--- src/rtl/out_fifo_drain_pkg.sv ---
// Shared types and default sizes for the FIFO drain block.
package out_fifo_drain_pkg;

    localparam int DEF_DATA_WIDTH = 4;
    localparam int DEF_CNT_WIDTH  = 16;

    typedef enum logic [1:0] {
        IDLE  = 2'd0,
        RUN   = 2'd1,
        DRAIN = 2'd2
    } drain_state_e;

endpackage

--- src/rtl/out_fifo_drain_skid.sv ---
// Two-entry in-order skid buffer; entry 0 is always the head presented downstream.
module out_fifo_drain_skid
    import out_fifo_drain_pkg::*;
#(
    parameter int DATA_WIDTH = DEF_DATA_WIDTH
) (
    input  logic                  clk,
    input  logic                  rst,
    input  logic                  push,
    input  logic [DATA_WIDTH-1:0] push_data,
    input  logic                  pop,
    output logic [DATA_WIDTH-1:0] head,
    output logic [1:0]            occ
);

    logic [DATA_WIDTH-1:0] entry_reg  [2];
    logic [DATA_WIDTH-1:0] entry_next [2];
    logic [1:0]            occ_reg;
    logic [1:0]            occ_next;
    logic                  pop_ok;
    logic                  wr_sel;

    assign pop_ok = pop && (occ_reg != 2'd0);
    // Slot the incoming word lands in after any shift caused by a pop.
    assign wr_sel = pop_ok ? (occ_reg == 2'd2) : (occ_reg != 2'd0);

    always_comb begin
        occ_next = occ_reg + {1'b0, push} - {1'b0, pop_ok};
        for (int i = 0; i < 2; i++) begin
            entry_next[i] = entry_reg[i];
        end
        if (pop_ok) begin
            entry_next[0] = entry_reg[1];
        end
        if (push) begin
            entry_next[wr_sel] = push_data;
        end
    end

    always_ff @(posedge clk or posedge rst) begin
        if (rst) begin
            occ_reg <= 2'd0;
            for (int i = 0; i < 2; i++) begin
                entry_reg[i] <= '0;
            end
        end else begin
            occ_reg <= occ_next;
            for (int i = 0; i < 2; i++) begin
                entry_reg[i] <= entry_next[i];
            end
        end
    end

    assign head = entry_reg[0];
    assign occ  = occ_reg;

endmodule

--- src/rtl/out_fifo_drain.sv ---
// Drains an upstream FIFO (1-cycle read latency) into a valid/ready consumer
// through a 2-entry skid buffer, with run/drain control and read statistics.
module out_fifo_drain
    import out_fifo_drain_pkg::*;
#(
    parameter int DATA_WIDTH = DEF_DATA_WIDTH,
    parameter int CNT_WIDTH  = DEF_CNT_WIDTH
) (
    input  logic                  clk,
    input  logic                  reset,
    input  logic                  enable,
    input  logic                  fifo_empty,
    input  logic [DATA_WIDTH-1:0] fifo_q,
    output logic                  fifo_rden,
    output logic [DATA_WIDTH-1:0] dout,
    output logic                  dout_valid,
    input  logic                  dout_ready,
    output logic [1:0]            state,
    output logic                  underrun,
    output logic [CNT_WIDTH-1:0]  rd_count
);

    drain_state_e         state_reg;
    logic                 inflight_reg;
    logic                 underrun_reg;
    logic [CNT_WIDTH-1:0] rd_count_reg;
    logic [1:0]           occ;
    logic                 pop;
    logic [2:0]           fill_after;

    assign dout_valid = (occ != 2'd0);
    assign pop        = dout_valid && dout_ready;

    // Buffer fill once the in-flight word lands; a new read needs a free slot then.
    assign fill_after = {1'b0, occ} + {2'b00, inflight_reg} - {2'b00, pop};
    assign fifo_rden  = (state_reg == RUN) && !fifo_empty && (fill_after < 3'd2);

    out_fifo_drain_skid #(
        .DATA_WIDTH (DATA_WIDTH)
    ) u_skid (
        .clk       (clk),
        .rst       (reset),
        .push      (inflight_reg),
        .push_data (fifo_q),
        .pop       (pop),
        .head      (dout),
        .occ       (occ)
    );

    always_ff @(posedge clk or posedge reset) begin
        if (reset) begin
            state_reg    <= IDLE;
            inflight_reg <= 1'b0;
            underrun_reg <= 1'b0;
            rd_count_reg <= '0;
        end else begin
            inflight_reg <= fifo_rden;
            if (fifo_rden) begin
                rd_count_reg <= rd_count_reg + CNT_WIDTH'(1);
            end
            case (state_reg)
                IDLE: begin
                    if (enable) begin
                        state_reg    <= RUN;
                        underrun_reg <= 1'b0;
                    end
                end
                RUN: begin
                    if (dout_ready && !dout_valid) begin
                        underrun_reg <= 1'b1;
                    end
                    if (!enable) begin
                        state_reg <= DRAIN;
                    end
                end
                DRAIN: begin
                    if (enable) begin
                        state_reg <= RUN;
                    end else if (!inflight_reg && (occ == 2'd0)) begin
                        state_reg <= IDLE;
                    end
                end
                default: state_reg <= IDLE;
            endcase
        end
    end

    assign state    = state_reg;
    assign underrun = underrun_reg;
    assign rd_count = rd_count_reg;

endmodule

--- config.mk ---
export PLATFORM = sky130hd
export DESIGN_NAME = out_fifo_drain
export DESIGN_NICKNAME = d
export VERILOG_FILES = /design/src/rtl/out_fifo_drain_pkg.sv /design/src/rtl/out_fifo_drain_skid.sv /design/src/rtl/out_fifo_drain.sv
export SDC_FILE = /design/constraint.sdc
export NUM_CORES = 1
export LEC_CHECK = 0
export CAP_MARGIN = 20
export CELL_PAD_IN_SITES_DETAIL_PLACEMENT = 1
export CELL_PAD_IN_SITES_GLOBAL_PLACEMENT = 1
export CORE_ASPECT_RATIO = 1.5
export CORE_MARGIN = 8
export CORE_UTILIZATION = 38
export DETAILED_ROUTE_END_ITERATION = 16
export PLACE_DENSITY_LB_ADDON = 0.1
export SLEW_MARGIN = 40
export SYNTH_ARGS = -nofsm -noshare
export SYNTH_HDL_FRONTEND = slang
export SYNTH_SLANG_ARGS = --single-unit
--- constraint.sdc ---
create_clock -name clk -period 3.7 [get_ports clk]
set_input_delay 0.37 -clock clk [delete_from_list [all_inputs] [get_ports clk]]
set_output_delay 0.37 -clock clk [all_outputs]
set_load 0.01 [all_outputs]
Yosys cells after proc, flatten, opt, wreduce, memory -nomap -nowiden --
Cells that the tools add are included. W data, S select, Z words.
Storage, ports and cells: bits in registers 30, bits of input ports 9, output and inout port bits 25, logic and storage cells 53
Cells by class: $add $sub $neg 5, $lt $le $gt $ge 3, eq/ne operators 7, muxes and demuxes 14, bitwise gates (word level) 1, reductions and logical operators 16
Operators by type and width (count):
- $add A16 B1 Y16 const B | 1
- $bwmux W8 | 1
- $mux W2 | 4
- $mux W4 | 2
- $mux W8 | 1
- $logic_and A1 B1 Y1 | 7
- $pmux W2 S3 | 1
- $reduce_and A3 Y1 | 2
- $demux W4 S1 | 1
- $eq A2 B2 Y1 const B | 2
- $logic_not A2 Y1 | 2
- $ne A2 B2 Y1 const B | 2
- $reduce_bool A2 Y1 | 2
- $add A2 B1 Y3 | 1
- $logic_not A1 Y1 | 3
- $lt A3 B2 Y1 const B | 1
- $mux W1 | 3
- $ne A3 B3 Y1 const B | 1
- $sub A3 B1 Y3 | 1
- $add A2 B1 Y2 | 1
- $eq A2 B1 Y1 const B | 1
- $ge A2 B2 Y1 const B | 1
- $lt A2 B1 Y1 const B | 1
- $ne A2 B1 Y1 const B | 1
- 3 further kinds | 3

Logic depth before layout (Yosys ltp) --
word-level depth 11, depth in mapped cells 12

By module --
A second synthesis with hierarchy kept.
Second synthesis, totals: cell total of the unflattened synthesis 124, area total of the unflattened synthesis 1512.7 µm²
By module, submodules not included:
- out_fifo_drain | instances 1, cells each 87, area each 1001.0 µm², sequential area each 500.5 µm²
- out_fifo_drain_skid | instances 1, cells each 37, area each 511.7 µm², sequential area each 250.2 µm²

Worst setup path before layout --
OpenSTA, ideal clock, no wires.
kind reg-to-reg, from register u_skid.occ_reg[1] (netlist: u_skid.occ[1]), to register rd_count_reg[14] (netlist: rd_count[14]), setup time 125 ps, arrival time 2609 ps, required time 3575 ps, slack 966 ps, stages on the path, launching flop included 12, buffers on the path 0, period minus slack after synthesis 2734 ps, cells stage by stage dfrtp_1 > o21ai_1 > inv_1 > ha_1 > inv_1 > ha_1 > inv_1 > fa_1 > and4bb_2 > and4_4 > nand4_2 > xnor2_1
On the way: longest elaborated chain between the ends 5, elaborated cells on any way between the ends 6
RTL lines:
- from (decl) | line out_fifo_drain_skid.sv:18 | logic [1:0] occ_reg;
- from (signal assigned) | line out_fifo_drain_skid.sv:47 | occ_reg <= occ_next;
- branches (longest 2 deep; another with $add A2 B1 Y3)
- $sub A3 B1 Y3 * | line out_fifo_drain.sv:35 | assign fill_after = {1'b0, occ} + {2'b00, inflight_reg} - {2'b00, pop};
- $lt A3 B2 Y1 * | line out_fifo_drain.sv:36 | assign fifo_rden = (state_reg == RUN) && !fifo_empty && (fill_after < 3'd2);
- $logic_and A1 B1 Y1 * | line out_fifo_drain.sv:36
- to (signal assigned) | line out_fifo_drain.sv:59 | rd_count_reg <= rd_count_reg + CNT_WIDTH'(1);
- to (decl) | line out_fifo_drain.sv:26 | logic [CNT_WIDTH-1:0] rd_count_reg;
Mark *: on every way between the ends. A chain may end at the register's enable or synchronous reset.

Worst setup path after layout --
from register u_skid.occ_reg[1] (netlist: u_skid.occ[1]), to output port fifo_rden
On the way: longest elaborated chain between the ends 5, elaborated cells on any way between the ends 6
RTL lines:
- branches (longest 2 deep; another with $add A2 B1 Y3)
- $sub A3 B1 Y3 * | line out_fifo_drain.sv:35
- $lt A3 B2 Y1 * | line out_fifo_drain.sv:36
- $logic_and A1 B1 Y1 * | line out_fifo_drain.sv:36
- to (decl) | line out_fifo_drain.sv:14 | output logic fifo_rden,
Marks and branches as above.

==> results.txt <==
- Buffers inserted to repair hold after CTS numbered 0.
- The via count of the first global-routing pass came to 1176.
- In this run the number of H-tree levels came out at 2.
* Ant. Diodes: 0
- Number of warning messages in the yosys log: 0
* Post-route clock period utilization: 94.1%
- Measured along the y axis, the die boundary spans 90.7 um.
* Endpoint class of the critical path: output port
- Number of maximum-capacitance violations: 0
* Slew of the pin with the lowest slew margin: 0.588 ns
- Post-route DRC: 0
* Share of layout cells above drive strength 1: 13.4%
- Part of the total power dissipated in the clock network: 23.9%
* Pwr/cell area: 606 mW/mm2
* Clock Skews: 0.00328 ns
- Setup Total Neg Slack: 0 ns
- CTS saw 30 sinks.
- Synth area leader: sky130_fd_sc_hd__dfrtp_1
- Startpoint class of the critical path: register
- Setup repair after global routing missed its margin: no
* Gate power share: 33.8%
- For this design the static power due to leakage is 0.880 nW.
* Switching power total: 0.000370 W
- Sequential cells burn 42.4% of the power.
- Cells fill 51.9% of the core in the end.
- Starting Density: 39.1%
- Post-detail-place hpwl: 2550 um
- Number of nets in the synthesized netlist: 138
- Final weighted congestion in routability-driven placement: 0.739
- Worst EP arrival: 3.11 ns
* Filler cells: 412
* Clock network latency to the later pin of the worst-skew pair: 0.28 ns
- The floorplan step defined a core boundary enclosing 0.00361 mm2.
- Entering global routing, the biggest net connects 31 pins.
* Floorplan row count: 27
- Worst-path cell chain: o21ai_1 -> inv_1 -> ha_1 -> inv_1 -> ha_1 -> inv_1 -> fa_1 -> and4bb_2 -> nand2_2 -> inv_2 -> clkdlybuf4s50_1
* I/O pin total: 34
- Measured along the x axis, the die boundary spans 65.8 um.
- For this design, the slowest cell found on the critical path is sky130_fd_sc_hd__clkdlybuf4s50_1.
- The critical path is of the reg2out type.
- Area growth from synthesis to layout: 32.5%
- Via Count: 1045
- Area share of the leading cell type in the synthesized netlist: 53.1%
- Highest cell delay on the worst timing path: 0.55 ns
- The final-report hold violation count is 0.
- Post-synth cell types: 30
- The synthesized netlist occupies a cell area of 0.00142 mm2.
* Final setup margin: 0.218 ns
- The internal power of the cells totals 0.000767 W.
- The count of final max-slew check failures came to 0.
* Yosys reg bits: 30
- Wires add up to 3380 um.
- The first global-routing pass estimated 5790 um of wire.
- Cell area after placement: 0.00178 mm2
- Timing analysis after detailed placement gives a worst setup slack of 0.236 ns.
- After the first detailed-routing iteration, the DRC count stood at 15.
- Post-detailed-route count of antenna-violating nets: 0
- The first TritonRoute pass finished after 4 iterations.
- The synthesized design contains 0 enable-type register cells.
- In the final routed layout, each cell accounts on average for 16.3 um.
- Cells resized by post-CTS repair: 0
- Setup violations remaining at the end of the flow were counted as 0.
- The most numerous cell type found on the critical path is sky130_fd_sc_hd__inv_1.
- The initial antenna violation count came to 0.
- Number of nets in the layout: 176
* Maximum fanout along the worst path: 6
- Root buffer cell: sky130_fd_sc_hd__clkbuf_8
* CTS clk-pin slew, worst paths: 0.06 ns
- Clock buffer depth: 2
* Final critical delay including setup and external delays: 3.48 ns
- A synthesized cell averages 11.3 um2.
- TritonCTS built the clock tree.
- Slew Limit Headroom: 60.5%
- GRT Total Usage: 12.5%
- In this run the post-CTS setup repair buffer count came out at 0.
- Synthesized netlist cell count: 125
* Worst EP required: 3.33 ns
- For this run, the top clock speed supported by timing is 287 MHz.
* Outcome: complete, no violations
- Drt via density: 5.05
* Die Area: 0.00597 mm2
- Number of CTS-inserted buffers: 5
* Switching portion of total power: 32.5%
* Peak supply drop: 405 uV
- Post-route total power: 0.00114 W
- Count of buffers inserted at the top-level ports: 33
- Summed area of non-filler cells in the final layout: 0.00188 mm2
- In the synthesized netlist the dominant register cell turns out to be sky130_fd_sc_hd__dfrtp_1.
- Overall overflow remaining after global route: 0
- Sequential fraction of the synthesis area: 53.1%
- After synthesis, the share of flip-flops with an asynchronous set or reset is 100%.
- Top area cells in the synthesized netlist: sky130_fd_sc_hd__dfrtp_1, sky130_fd_sc_hd__xnor2_1, sky130_fd_sc_hd__mux2_2
- The tightest min-delay check is of the in2async type.
kinds of logic (layout without fill, tap and decap cells):
kind of cell,after synthesis,in the layout,synth area share [%]
flops,30,30,53.1
simple gates,43,43,17.9
buf+inv,14,53,4.77
compound gates,10,10,3.80
mux,8,8,6.01
fa+ha+maj,4,4,4.07
xor+xnor,16,16,10.4
worst max-delay path, delay by kind of cell, from the launching register on:
family / cells / cell delay, ns
adder cells (fa/ha/maj): 3 / 0.91
buffers and inverters: 5 / 0.84
AND/OR/NAND/NOR: 2 / 0.42
flip-flops: 1 / 0.46
AO/OA/AOI/OAI: 1 / 0.19
cells in the final DEF (no fill, tap or decap), types with 4 or more instances in the layout:
cell type / instances
sky130_fd_sc_hd__nand3_1: 5
sky130_fd_sc_hd__inv_1: 9
sky130_fd_sc_hd__xor2_1: 5
sky130_fd_sc_hd__xnor2_1: 10
sky130_fd_sc_hd__a21oi_1: 6
sky130_fd_sc_hd__clkdlybuf4s50_1: 33
sky130_fd_sc_hd__mux2i_1: 4
sky130_fd_sc_hd__dfrtp_1: 30
sky130_fd_sc_hd__nor2_1: 12
sky130_fd_sc_hd__mux2_2: 4
sky130_fd_sc_hd__clkbuf_8: 6
sky130_fd_sc_hd__nand2_1: 8
final timing paths:
path                                     startpoint                       end  slack (ns)  depth (start not counted)
max in group asynchronous                     reset   rd_count[9]$_DFFE_PP0P_        2.94                          3
min reg2reg                rd_count[15]$_DFFE_PP0P_  rd_count[15]$_DFFE_PP0P_        0.47                          1
min                                           reset   rd_count[3]$_DFFE_PP0P_        0.47                          3
min in group clk           rd_count[15]$_DFFE_PP0P_  rd_count[15]$_DFFE_PP0P_        0.47                          1
max reg2reg                 u_skid.occ[1]$_DFF_PP0_  rd_count[12]$_DFFE_PP0P_        0.95                         11
max                         u_skid.occ[1]$_DFF_PP0_                 fifo_rden        0.22                         11
routing by layer:
| layer | routed length [um] | vias up | track usage [%] |
|---|---|---|---|
| met5 | 0 | - | 0 |
| met4 | 51 | 0 | 5.48 |
| met3 | 190 | 5 | 5.22 |
| met2 | 1850 | 23 | 22.0 |
| met1 | 1290 | 527 | 12.1 |
| li1 | - | 490 | - |
power by group through the flow:
stage          Combinational (W)  Sequential [W]  Clock (W)
2_1_floorplan           0.000245        0.000479          0
6_report                0.000384        0.000482   0.000271
3_3_place_gp            0.000372        0.000481          0
4_1_cts                 0.000393        0.000482   0.000282
5_1_grt                 0.000430        0.000495   0.000286
3_5_place_dp            0.000389        0.000488          0
cells in the mapped netlist (all sizes together) (2+ instances only):
library cell and n:
nor3 3, nand3 5, a21oi 6, and3 2
buf 4, nand4 4, dfrtp 30, xnor2 11
and4 4, ha 3, nand2 9, xor2 5
inv 10, mux2i 4, nor2 12, o21ai 2
mux2 4
layout make-up:
class | count | area (um2) | area share, %
timing repair buffer | 35 | 345 | 18.4
sequential | 30 | 751 | 40.0
multi-input combinational | 81 | 597 | 31.8
inverter | 10 | 37.5 | 2.00
clock buffer | 7 | 86.3 | 4.60
clock inverter | 1 | 5.00 | 0.267
tap | 43 | 53.8 | 2.87
per-stage QoR:
step,std cells,hold WS (ns)
global route,207,0.500
floorplan,125,0.436
finish,207,0.470
CTS,207,0.478
detailed placement,199,0.464
global placement,199,0.463
Note: power is estimated with default switching activity, not from simulation.
